--- src/rtl/instr_loader_if.sv ---
// Request channel and imem write port of the instruction loader.
// The host drives the master view and the loader presents the slave view.
interface instr_loader_if #(
  parameter int ADDR_W = 6
);
  logic              in_valid;
  logic              in_ready;
  logic [2:0]        in_class;
  logic [4:0]        in_rs;
  logic [4:0]        in_rt;
  logic [4:0]        in_rd;
  logic [4:0]        in_shamt;
  logic [5:0]        in_funct;
  logic [15:0]       in_imm;
  logic [25:0]       in_target;
  logic              in_last;
  logic              imem_we;
  logic [ADDR_W-1:0] imem_addr;
  logic [31:0]       imem_wdata;

  modport master (
    output in_valid, in_class, in_rs, in_rt, in_rd, in_shamt,
           in_funct, in_imm, in_target, in_last,
    input  in_ready, imem_we, imem_addr, imem_wdata
  );

  modport slave (
    input  in_valid, in_class, in_rs, in_rt, in_rd, in_shamt,
           in_funct, in_imm, in_target, in_last,
    output in_ready, imem_we, imem_addr, imem_wdata
  );
endinterface

--- src/rtl/instr_loader.sv ---
// Encodes field-level instruction requests into 32-bit MIPS words and writes
// them to instruction memory at consecutive (wrapping) word addresses.
module instr_loader #(
  parameter int ADDR_W = 6
) (
  input  logic              clk,
  input  logic              reset,
  input  logic              start,
  input  logic [ADDR_W-1:0] base_addr,
  instr_loader_if.slave     bus,
  output logic              busy,
  output logic              done,
  output logic [ADDR_W:0]   count,
  output logic              err_illegal,
  output logic              err_ovf
);

  localparam logic [ADDR_W:0]   DEPTH_CNT = {1'b1, {ADDR_W{1'b0}}};
  localparam logic [ADDR_W-1:0] ADDR_ONE  = {{(ADDR_W-1){1'b0}}, 1'b1};
  localparam logic [ADDR_W:0]   CNT_ONE   = {{ADDR_W{1'b0}}, 1'b1};

  localparam logic [2:0] CLS_R    = 3'd0;
  localparam logic [2:0] CLS_LW   = 3'd1;
  localparam logic [2:0] CLS_SW   = 3'd2;
  localparam logic [2:0] CLS_BNE  = 3'd3;
  localparam logic [2:0] CLS_XORI = 3'd4;
  localparam logic [2:0] CLS_J    = 3'd5;

  typedef enum logic [1:0] {
    S_IDLE,
    S_LOAD,
    S_DONE
  } state_t;

  state_t            state_q, state_d;
  logic [ADDR_W-1:0] addr_ptr_q, addr_ptr_d;
  logic [ADDR_W:0]   count_q, count_d;
  logic              err_illegal_q, err_illegal_d;
  logic              err_ovf_q, err_ovf_d;
  logic              we_q, we_d;
  logic [ADDR_W-1:0] waddr_q, waddr_d;
  logic [31:0]       wdata_q, wdata_d;

  logic        in_ready;
  logic        accept;
  logic        enc_legal;
  logic [31:0] enc_word;

  assign in_ready = (state_q == S_LOAD) && (count_q < DEPTH_CNT);
  assign accept   = bus.in_valid && in_ready;

  // Opcodes match the ones Control decodes; classes 6 and 7 have no encoding.
  always_comb begin
    enc_legal = 1'b1;
    enc_word  = '0;
    case (bus.in_class)
      CLS_R:    enc_word = {6'b000000, bus.in_rs, bus.in_rt, bus.in_rd,
                            bus.in_shamt, bus.in_funct};
      CLS_LW:   enc_word = {6'b100011, bus.in_rs, bus.in_rt, bus.in_imm};
      CLS_SW:   enc_word = {6'b101011, bus.in_rs, bus.in_rt, bus.in_imm};
      CLS_BNE:  enc_word = {6'b000101, bus.in_rs, bus.in_rt, bus.in_imm};
      CLS_XORI: enc_word = {6'b001110, bus.in_rs, bus.in_rt, bus.in_imm};
      CLS_J:    enc_word = {6'b000010, bus.in_target};
      default:  enc_legal = 1'b0;
    endcase
  end

  always_comb begin
    state_d       = state_q;
    addr_ptr_d    = addr_ptr_q;
    count_d       = count_q;
    err_illegal_d = err_illegal_q;
    err_ovf_d     = err_ovf_q;
    we_d          = 1'b0;
    waddr_d       = waddr_q;
    wdata_d       = wdata_q;

    case (state_q)
      S_IDLE: begin
        if (start) begin
          state_d       = S_LOAD;
          addr_ptr_d    = base_addr;
          count_d       = '0;
          err_illegal_d = 1'b0;
          err_ovf_d     = 1'b0;
        end
      end
      S_LOAD: begin
        if (accept) begin
          if (enc_legal) begin
            we_d       = 1'b1;
            waddr_d    = addr_ptr_q;
            wdata_d    = enc_word;
            addr_ptr_d = addr_ptr_q + ADDR_ONE;
            count_d    = count_q + CNT_ONE;
          end else begin
            err_illegal_d = 1'b1;
          end
          // A last request that exactly fills memory is not an overflow.
          if (bus.in_last) begin
            state_d = S_DONE;
          end else if (count_d == DEPTH_CNT) begin
            state_d   = S_DONE;
            err_ovf_d = 1'b1;
          end
        end
      end
      S_DONE:  state_d = S_IDLE;
      default: state_d = S_IDLE;
    endcase
  end

  always_ff @(posedge clk) begin
    if (reset) begin
      state_q       <= S_IDLE;
      addr_ptr_q    <= '0;
      count_q       <= '0;
      err_illegal_q <= 1'b0;
      err_ovf_q     <= 1'b0;
      we_q          <= 1'b0;
      waddr_q       <= '0;
      wdata_q       <= '0;
    end else begin
      state_q       <= state_d;
      addr_ptr_q    <= addr_ptr_d;
      count_q       <= count_d;
      err_illegal_q <= err_illegal_d;
      err_ovf_q     <= err_ovf_d;
      we_q          <= we_d;
      waddr_q       <= waddr_d;
      wdata_q       <= wdata_d;
    end
  end

  assign bus.in_ready   = in_ready;
  assign bus.imem_we    = we_q;
  assign bus.imem_addr  = waddr_q;
  assign bus.imem_wdata = wdata_q;

  assign busy        = (state_q != S_IDLE);
  assign done        = (state_q == S_DONE);
  assign count       = count_q;
  assign err_illegal = err_illegal_q;
  assign err_ovf     = err_ovf_q;

endmodule
--- src/flat_wrapper.sv ---
// flat-port wrapper written by rule: the top's interface ports become plain ports
module instr_loader_flat 
#(
  parameter int ADDR_W = 6
)
  (clk, reset, start, base_addr, busy, done, count, err_illegal, err_ovf, bus_in_valid, bus_in_class, bus_in_rs, bus_in_rt, bus_in_rd, bus_in_shamt, bus_in_funct, bus_in_imm, bus_in_target, bus_in_last, bus_in_ready, bus_imem_we, bus_imem_addr, bus_imem_wdata);
  instr_loader_if #(.ADDR_W(ADDR_W)) bus_i ();
  input  logic clk;
  input  logic reset;
  input  logic start;
  input  logic [ADDR_W-1:0] base_addr;
  output logic busy;
  output logic done;
  output logic [ADDR_W:0] count;
  output logic err_illegal;
  output logic err_ovf;
  input wire logic [$bits(bus_i.in_valid)-1:0] bus_in_valid;
  input wire logic [$bits(bus_i.in_class)-1:0] bus_in_class;
  input wire logic [$bits(bus_i.in_rs)-1:0] bus_in_rs;
  input wire logic [$bits(bus_i.in_rt)-1:0] bus_in_rt;
  input wire logic [$bits(bus_i.in_rd)-1:0] bus_in_rd;
  input wire logic [$bits(bus_i.in_shamt)-1:0] bus_in_shamt;
  input wire logic [$bits(bus_i.in_funct)-1:0] bus_in_funct;
  input wire logic [$bits(bus_i.in_imm)-1:0] bus_in_imm;
  input wire logic [$bits(bus_i.in_target)-1:0] bus_in_target;
  input wire logic [$bits(bus_i.in_last)-1:0] bus_in_last;
  output wire logic [$bits(bus_i.in_ready)-1:0] bus_in_ready;
  output wire logic [$bits(bus_i.imem_we)-1:0] bus_imem_we;
  output wire logic [$bits(bus_i.imem_addr)-1:0] bus_imem_addr;
  output wire logic [$bits(bus_i.imem_wdata)-1:0] bus_imem_wdata;
  assign bus_i.in_valid = bus_in_valid;
  assign bus_i.in_class = bus_in_class;
  assign bus_i.in_rs = bus_in_rs;
  assign bus_i.in_rt = bus_in_rt;
  assign bus_i.in_rd = bus_in_rd;
  assign bus_i.in_shamt = bus_in_shamt;
  assign bus_i.in_funct = bus_in_funct;
  assign bus_i.in_imm = bus_in_imm;
  assign bus_i.in_target = bus_in_target;
  assign bus_i.in_last = bus_in_last;
  assign bus_in_ready = bus_i.in_ready;
  assign bus_imem_we = bus_i.imem_we;
  assign bus_imem_addr = bus_i.imem_addr;
  assign bus_imem_wdata = bus_i.imem_wdata;
  instr_loader #(.ADDR_W(ADDR_W)) u_core (.clk(clk), .reset(reset), .start(start), .base_addr(base_addr), .bus(bus_i), .busy(busy), .done(done), .count(count), .err_illegal(err_illegal), .err_ovf(err_ovf));
endmodule
--- config.mk ---
export PLATFORM = sky130hd
export DESIGN_NAME = instr_loader_flat
export DESIGN_NICKNAME = d
export VERILOG_FILES = /design/src/rtl/instr_loader_if.sv /design/src/rtl/instr_loader.sv /design/src/flat_wrapper.sv
export SDC_FILE = /design/constraint.sdc
export NUM_CORES = 1
export LEC_CHECK = 0
export ABC_CLOCK_PERIOD_IN_PS = 2300
export CAP_MARGIN = 40
export CELL_PAD_IN_SITES_DETAIL_PLACEMENT = 0
export CELL_PAD_IN_SITES_GLOBAL_PLACEMENT = 1
export CORE_MARGIN = 3
export CORE_UTILIZATION = 25
export DETAILED_ROUTE_END_ITERATION = 8
export HOLD_SLACK_MARGIN = 0.06
export PLACE_DENSITY_LB_ADDON = 0.1
export SETUP_SLACK_MARGIN = 0.4
export SKIP_LAST_GASP = 1
export SYNTH_ARGS = -nofsm -noshare
export SYNTH_HDL_FRONTEND = slang
export SYNTH_SLANG_ARGS = --single-unit
--- constraint.sdc ---
create_clock -name clk -period 2.3 [get_ports clk]
set_input_delay 0.46 -clock clk [delete_from_list [all_inputs] [get_ports clk]]
set_output_delay 0.46 -clock clk [all_outputs]
set_load 0.02 [all_outputs]
; ---- Word-level counts from Yosys, hierarchy flattened
; Cells that the tools add are included.
; W data, S select, Z words.
[classes]
n_addsub = 2
multipliers = 0
div = 0
magnitude_cmp = 1
n_eq_ne = 15
n_shift = 0
n_mux = 26
bitwise_logic = 2
n_reduce_logical = 14
[ops]
columns = operator, count
row1 = $pmux W32 S6, 1
row2 = $mux W7, 5
row3 = $mux W6, 3
row4 = $pmux W7 S2, 1
row5 = $pmux W6 S2, 1
row6 = $reduce_and A3 Y1, 3
row7 = $mux W1, 8
row8 = $mux W2, 4
row9 = $ne A2 B2 Y1 const B, 4
row10 = $reduce_and A4 Y1, 2
row11 = $add A7 B1 Y7 const B, 1
row12 = $eq A7 B7 Y1 const B, 1
row13 = $lt A7 B7 Y1 const B, 1
row14 = $add A6 B1 Y6 const B, 1
row15 = $eq A3 B2 Y1 const B, 2
row16 = $eq A3 B3 Y1 const B, 2
row17 = $reduce_or A6 Y1, 1
row18 = $reduce_and A5 Y1, 1
row19 = $ne A2 B1 Y1 const B, 2
row20 = $pmux W1 S2, 2
row21 = $pmux W2 S2, 1
row22 = $reduce_bool A2 Y1, 2
row23 = $eq A3 B1 Y1 const B, 1
row24 = $logic_not A3 Y1, 1
row25 = 7 further kinds, 9
[totals]
ff_bits = 56
latchBits = 0
ram_bits = 0
mem_bits_ro = 0
in_bits = 82
out_inout_bits = 51
n_memories = 0

; ---- Depth between registers and ports, before layout
[logic_depth]
ltp_word = 11
depth_mapped = 8
depth_no_buf = 6

; ---- Least setup slack after synthesis
; OpenSTA, ideal clock, no wires.
[synth_path]
path_type = register -> register
from = register u_core.count_q[0], in the netlist u_core.count[0]
to = register u_core.state_q[1]
setup_ns = 0.100
arrival_ns = 2.027
required_ns = 2.200
slack_ns = 0.173
path_stages_with_launch = 7
period_less_slack_ns = 2.127
path_cell_list = dfxtp_1 > ha_1 > a21boi_0 > xnor2_1 > nand4b_1 > or3_4 > a2111oi_4
[synth_between]
elab_chain_len = 7
[synth_rtl]
columns = element, line_no
row1 = from (decl), instr_loader.sv:37  ; logic [ADDR_W:0] count_q, count_d;
row2 = from (signal assigned), instr_loader.sv:126  ; count_q <= count_d;
row3 = $add A7 B1 Y7, instr_loader.sv:95  ; count_d = count_q + CNT_ONE;
row4 = $mux W7, instr_loader.sv:90  ; if (enc_legal) begin
row5 = $mux W7, instr_loader.sv:89  ; if (accept) begin
row6 = $mux W7, instr_loader.sv:78  ; case (state_q)
row7 = $eq A7 B7 Y1, instr_loader.sv:102  ; end else if (count_d == DEPTH_CNT) begin
row8 = $ne A3 B3 Y1 (no source line), --
row9 = $reduce_and A3 Y1 (no source line) (*), --
row10 = to (signal assigned), instr_loader.sv:124  ; state_q <= state_d;
row11 = to (decl), instr_loader.sv:35  ; state_t state_q, state_d;
; Every way passes the cells marked *; elsewhere a longest branch is shown, timed or not. The select of a mux whose other input is x is not followed.
; A chain may end at the register's enable or synchronous reset.

; ---- Worst setup path in the final report
[layout_path]
from = register u_core.count_q[1], in the netlist u_core.count[1]
to = output port count[1]
[layout_lines]
columns = element, line_no
row1 = to (decl), flat_wrapper.sv:14  ; output logic [ADDR_W:0] count;
; No word-level cell between the ends.

==> results.py <==
metrics = {
    "status": {
        "status": "finished clean",
    },
    "worst_setup_path": {
        "required_ns": 1.84,
        "crit_fanout": 5,
        "crit_chain": "buf_4 > clkdlybuf4s50_1",
        "reg2reg_depth": 6,
        "critical_path.top_delay_family": "buffers and inverters",
        "cp_slowest_stage_delay_ns": 0.60,
        "crit_start": "u_core.count[1]",
        "cp_slowest_cell": "clkdlybuf4s50_1",
        "reg2reg_from": "u_core.count[0]",
        "path_class": "register to output pin",
        "cp.arrival_ns": 1.40,
        "crit_cells": 2,
        "startpoint_type": "register",
        "cp_num_buf_inv": 2,
        "endpoint_kind": "output pin",
    },
    "yosys": {
        "yosys.cell_count.top_type": "nor2_1",
        "synth_seq_area_share_pct": 35.8,
        "syn-instance-count": 376,
        "ys_seq_elements": 55,
        "synth_area_sq_um": 3080,
        "synth_fp_nets": 460,
        "yosys-top-cells-count": "nor2_1, dfxtp_1, a21oi_1, nand2_1, a211oi_1",
        "ys_types": 56,
        "avgSynthCellArea_sq_um": 8.19,
        "synth_flop_cell": "dfxtp_1",
        "async_flop_share_pct": 0,
        "synth.largest_area_cell": "dfxtp_1",
        "synth_area_leaders": "dfxtp_1, nor2_1, a211oi_1",
        "ys_warn_count": 0,
        "synth_top_area_share_pct": 35.8,
        "synth_edf_count": 0,
    },
    "power_and_ir_drop": {
        "seq_power_share_pct": 41.8,
        "clock_power_share_pct": 30.6,
        "switchingPower_w": 0.000696,
        "p_comb_share_pct": 27.5,
        "peakVddDrop_v": 0.000253,
        "power.density_nw_per_um2": 484,
        "p_int_w": 0.00177,
        "p_leak_nw": 1.85,
        "netSwitchingFraction_pct": 28.3,
    },
    "finish": {
        "n_fill_cell": 1206,
        "instances_no_fill": 676,
        "fin_area_sq_um": 5080,
        "nNetsFinal": 616,
        "post-route-util_pct": 43.4,
        "synthToLayoutAreaGrowth_pct": 65.2,
        "antenna_cells": 0,
        "drive_above_1_share_pct": 18.4,
    },
    "grt": {
        "grt_max_degree": 55,
        "antenna_found_initial": 0,
        "track_usage_pct": 16.1,
        "grt_pass1_vias": 3375,
        "overflow": 0,
        "grt_pass1_wl_um": 17400,
    },
    "sta": {
        "final-max-slew-violation-count": 0,
        "setup_viol": 0,
        "rsz0062_at_grt": "yes",
        "clock_skew_ns": 0.00632,
        "fin_crit_sh_pct": 81.0,
        "min_period_ns": 1.86,
        "max_freq_mhz": 537,
        "hold_viol_final": 0,
    },
    "job": {
        "drv_cap": 0,
    },
    "die": {
        "die_h_um": 117,
        "coreArea_sq_um": 11700,
        "rows": 39,
        "ios": 133,
        "start_util_pct": 26.3,
        "die_x_um": 117,
        "die-area_sq_um": 13700,
    },
    "clock_network": {
        "numClockSinks": 55,
        "clock_latency_ns": 0.29,
        "clk_path_buf_depth": 2,
        "htreeDepth": 2,
        "cts_root_buf": "clkbuf_16",
        "cts_buffers": 5,
        "clkTransAtPathRegs_ns": 0.07,
        "cts_tree": "yes",
    },
    "routing": {
        "drtIter0Drc": 209,
        "wl_per_cell_um": 17.2,
        "num_vias": 3531,
        "via_per_inst": 5.22,
        "antenna_left": 0,
        "routed_wl_um": 11600,
        "first_pass_iters": 5,
        "drc": 0,
    },
    "placement": {
        "dp_cells": 647,
        "routabilityCongestion": 0.796,
        "hpwl_um": 8140,
        "portBuffers": 131,
        "placedInstanceArea_sq_um": 4700,
    },
    "min_path": {
        "hold_path.class": "register to register",
        "hp-start": "u_core.bus.imem_addr[4]",
        "hold_depth": 2,
    },
}
cell families (layout without fill, tap and decap cells):
| kind of cell | count (synthesis) | count (layout) | synth area share [%] |
|---|---|---|---|
| AO/OA/AOI/OAI | 133 | 133 | 32.0 |
| multiplexers | 17 | 17 | 6.18 |
| buffers and inverters | 39 | 196 | 5.41 |
| AND/OR/NAND/NOR | 126 | 126 | 18.8 |
| XOR/XNOR | 3 | 3 | 0.854 |
| other | 1 | 1 | 0.122 |
| flip-flops | 55 | 55 | 35.8 |
| adder cells (fa/ha/maj) | 2 | 2 | 0.813 |
cells in the final DEF (no fill, tap or decap), types with 2 or more instances in the layout:
cell type | Yosys | routed
o21ai_0 | 12 | 11
dfxtp_2 | 0 | 3
buf_4 | 1 | 40
and2_1 | 3 | 2
nand2b_1 | 2 | 2
dlygate4sd2_1 | 0 | 5
a311oi_1 | 3 | 3
nor2_1 | 58 | 55
clkbuf_1 | 21 | 2
nor2_2 | 0 | 2
dfxtp_4 | 0 | 2
nor2b_1 | 3 | 3
clkinvlp_4 | 0 | 2
nand2_1 | 32 | 32
xor2_1 | 2 | 2
a21oi_1 | 32 | 32
inv_1 | 5 | 4
a22oi_1 | 10 | 10
nor3_1 | 5 | 5
clkbuf_2 | 0 | 2
dfxtp_1 | 55 | 50
a22o_1 | 17 | 17
buf_6 | 1 | 4
a31oi_1 | 3 | 3
clkbuf_16 | 0 | 7
buf_12 | 0 | 4
clkdlybuf4s50_1 | 0 | 123
a222oi_1 | 16 | 16
mux2_2 | 16 | 16
nand3_1 | 8 | 8
a211oi_1 | 27 | 27
and3_1 | 2 | 2
metal layers:
layer  global-route usage [%]  vias up  part of all wire [%]
met5                        0        -                     0
met4                     4.74        0                   1.6
met3                     5.96       12                   8.5
met2                     26.2      125                    47
met1                     20.1     1665                    42
li1                         -     1729                     -
stage by stage:
stage	power, W	worst slack [ns]	TNS [ns]	hold slack [ns]
floorplan	0.00136	0.406	0	0.445
global placement	0.00169	-0.369	-6.22	0.444
detailed placement	0.00169	-0.180	-2.96	0.448
CTS	0.00246	0.402	0	0.458
global route	0.00259	0.383	0	0.471
finish	0.00246	0.437	0	0.453
registers in the layout, indices dropped and copies added (netlist names):
name / flops
u_core.bus.imem_addr: 6
u_core.count: 7
u_core.bus.imem_wdata: 31
u_core.addr_ptr_q: 6
u_core.state_q: 2
u_core.err_ovf: 1
u_core.err_illegal: 1
u_core.bus.imem_we: 1
layout make-up:
class                           count  area [sq um]  area share, %
Clock inverter                      1          5.00         0.0984
Timing Repair Buffer              181          1770           34.7
Multi-Input combinational cell    282          1860           36.5
Inverter                            6          26.3          0.517
Timing Repair inverter              1          7.51          0.148
Tap cell                          143           179           3.52
Clock buffer                        7           133           2.61
Sequential cell                    55          1110           21.9
worst paths after layout:
kind	end	slack, ns
max	count[1]	0.44
min	u_core.bus.imem_addr[4]	0.45
max reg2reg	u_core.err_ovf	0.44
min reg2reg	u_core.bus.imem_addr[4]	0.45
power groups by stage:
stage / logic, W / registers [W] / clock network (W)
floorplan: 0.000269 / 0.00109 / 0
global placement: 0.000638 / 0.00105 / 0
detailed placement: 0.000640 / 0.00106 / 0
CTS: 0.000645 / 0.00103 / 0.000785
global route: 0.000742 / 0.00104 / 0.000814
finish: 0.000678 / 0.00103 / 0.000754
worst reg2reg max path, stage by stage, from the launching register on:
cell and delay [ns]:
dfxtp_4 0.36, ha_4 0.15, a21boi_2 0.16, xnor2_2 0.20, nand4b_1 0.16, or3_4 0.43, o32a_1 0.29
timing repair:
item                                    in CTS  in global routing
hold buffers                                 0                  0
gates cloned                                 0                  3
setup buffers                               10                  8
resized for setup                           12                 19
hold endpoints to repair                     0                  0
pin swaps                                    5                  5
endpoints found under the setup margin      41                 35
(Power assumes the default switching activity.)
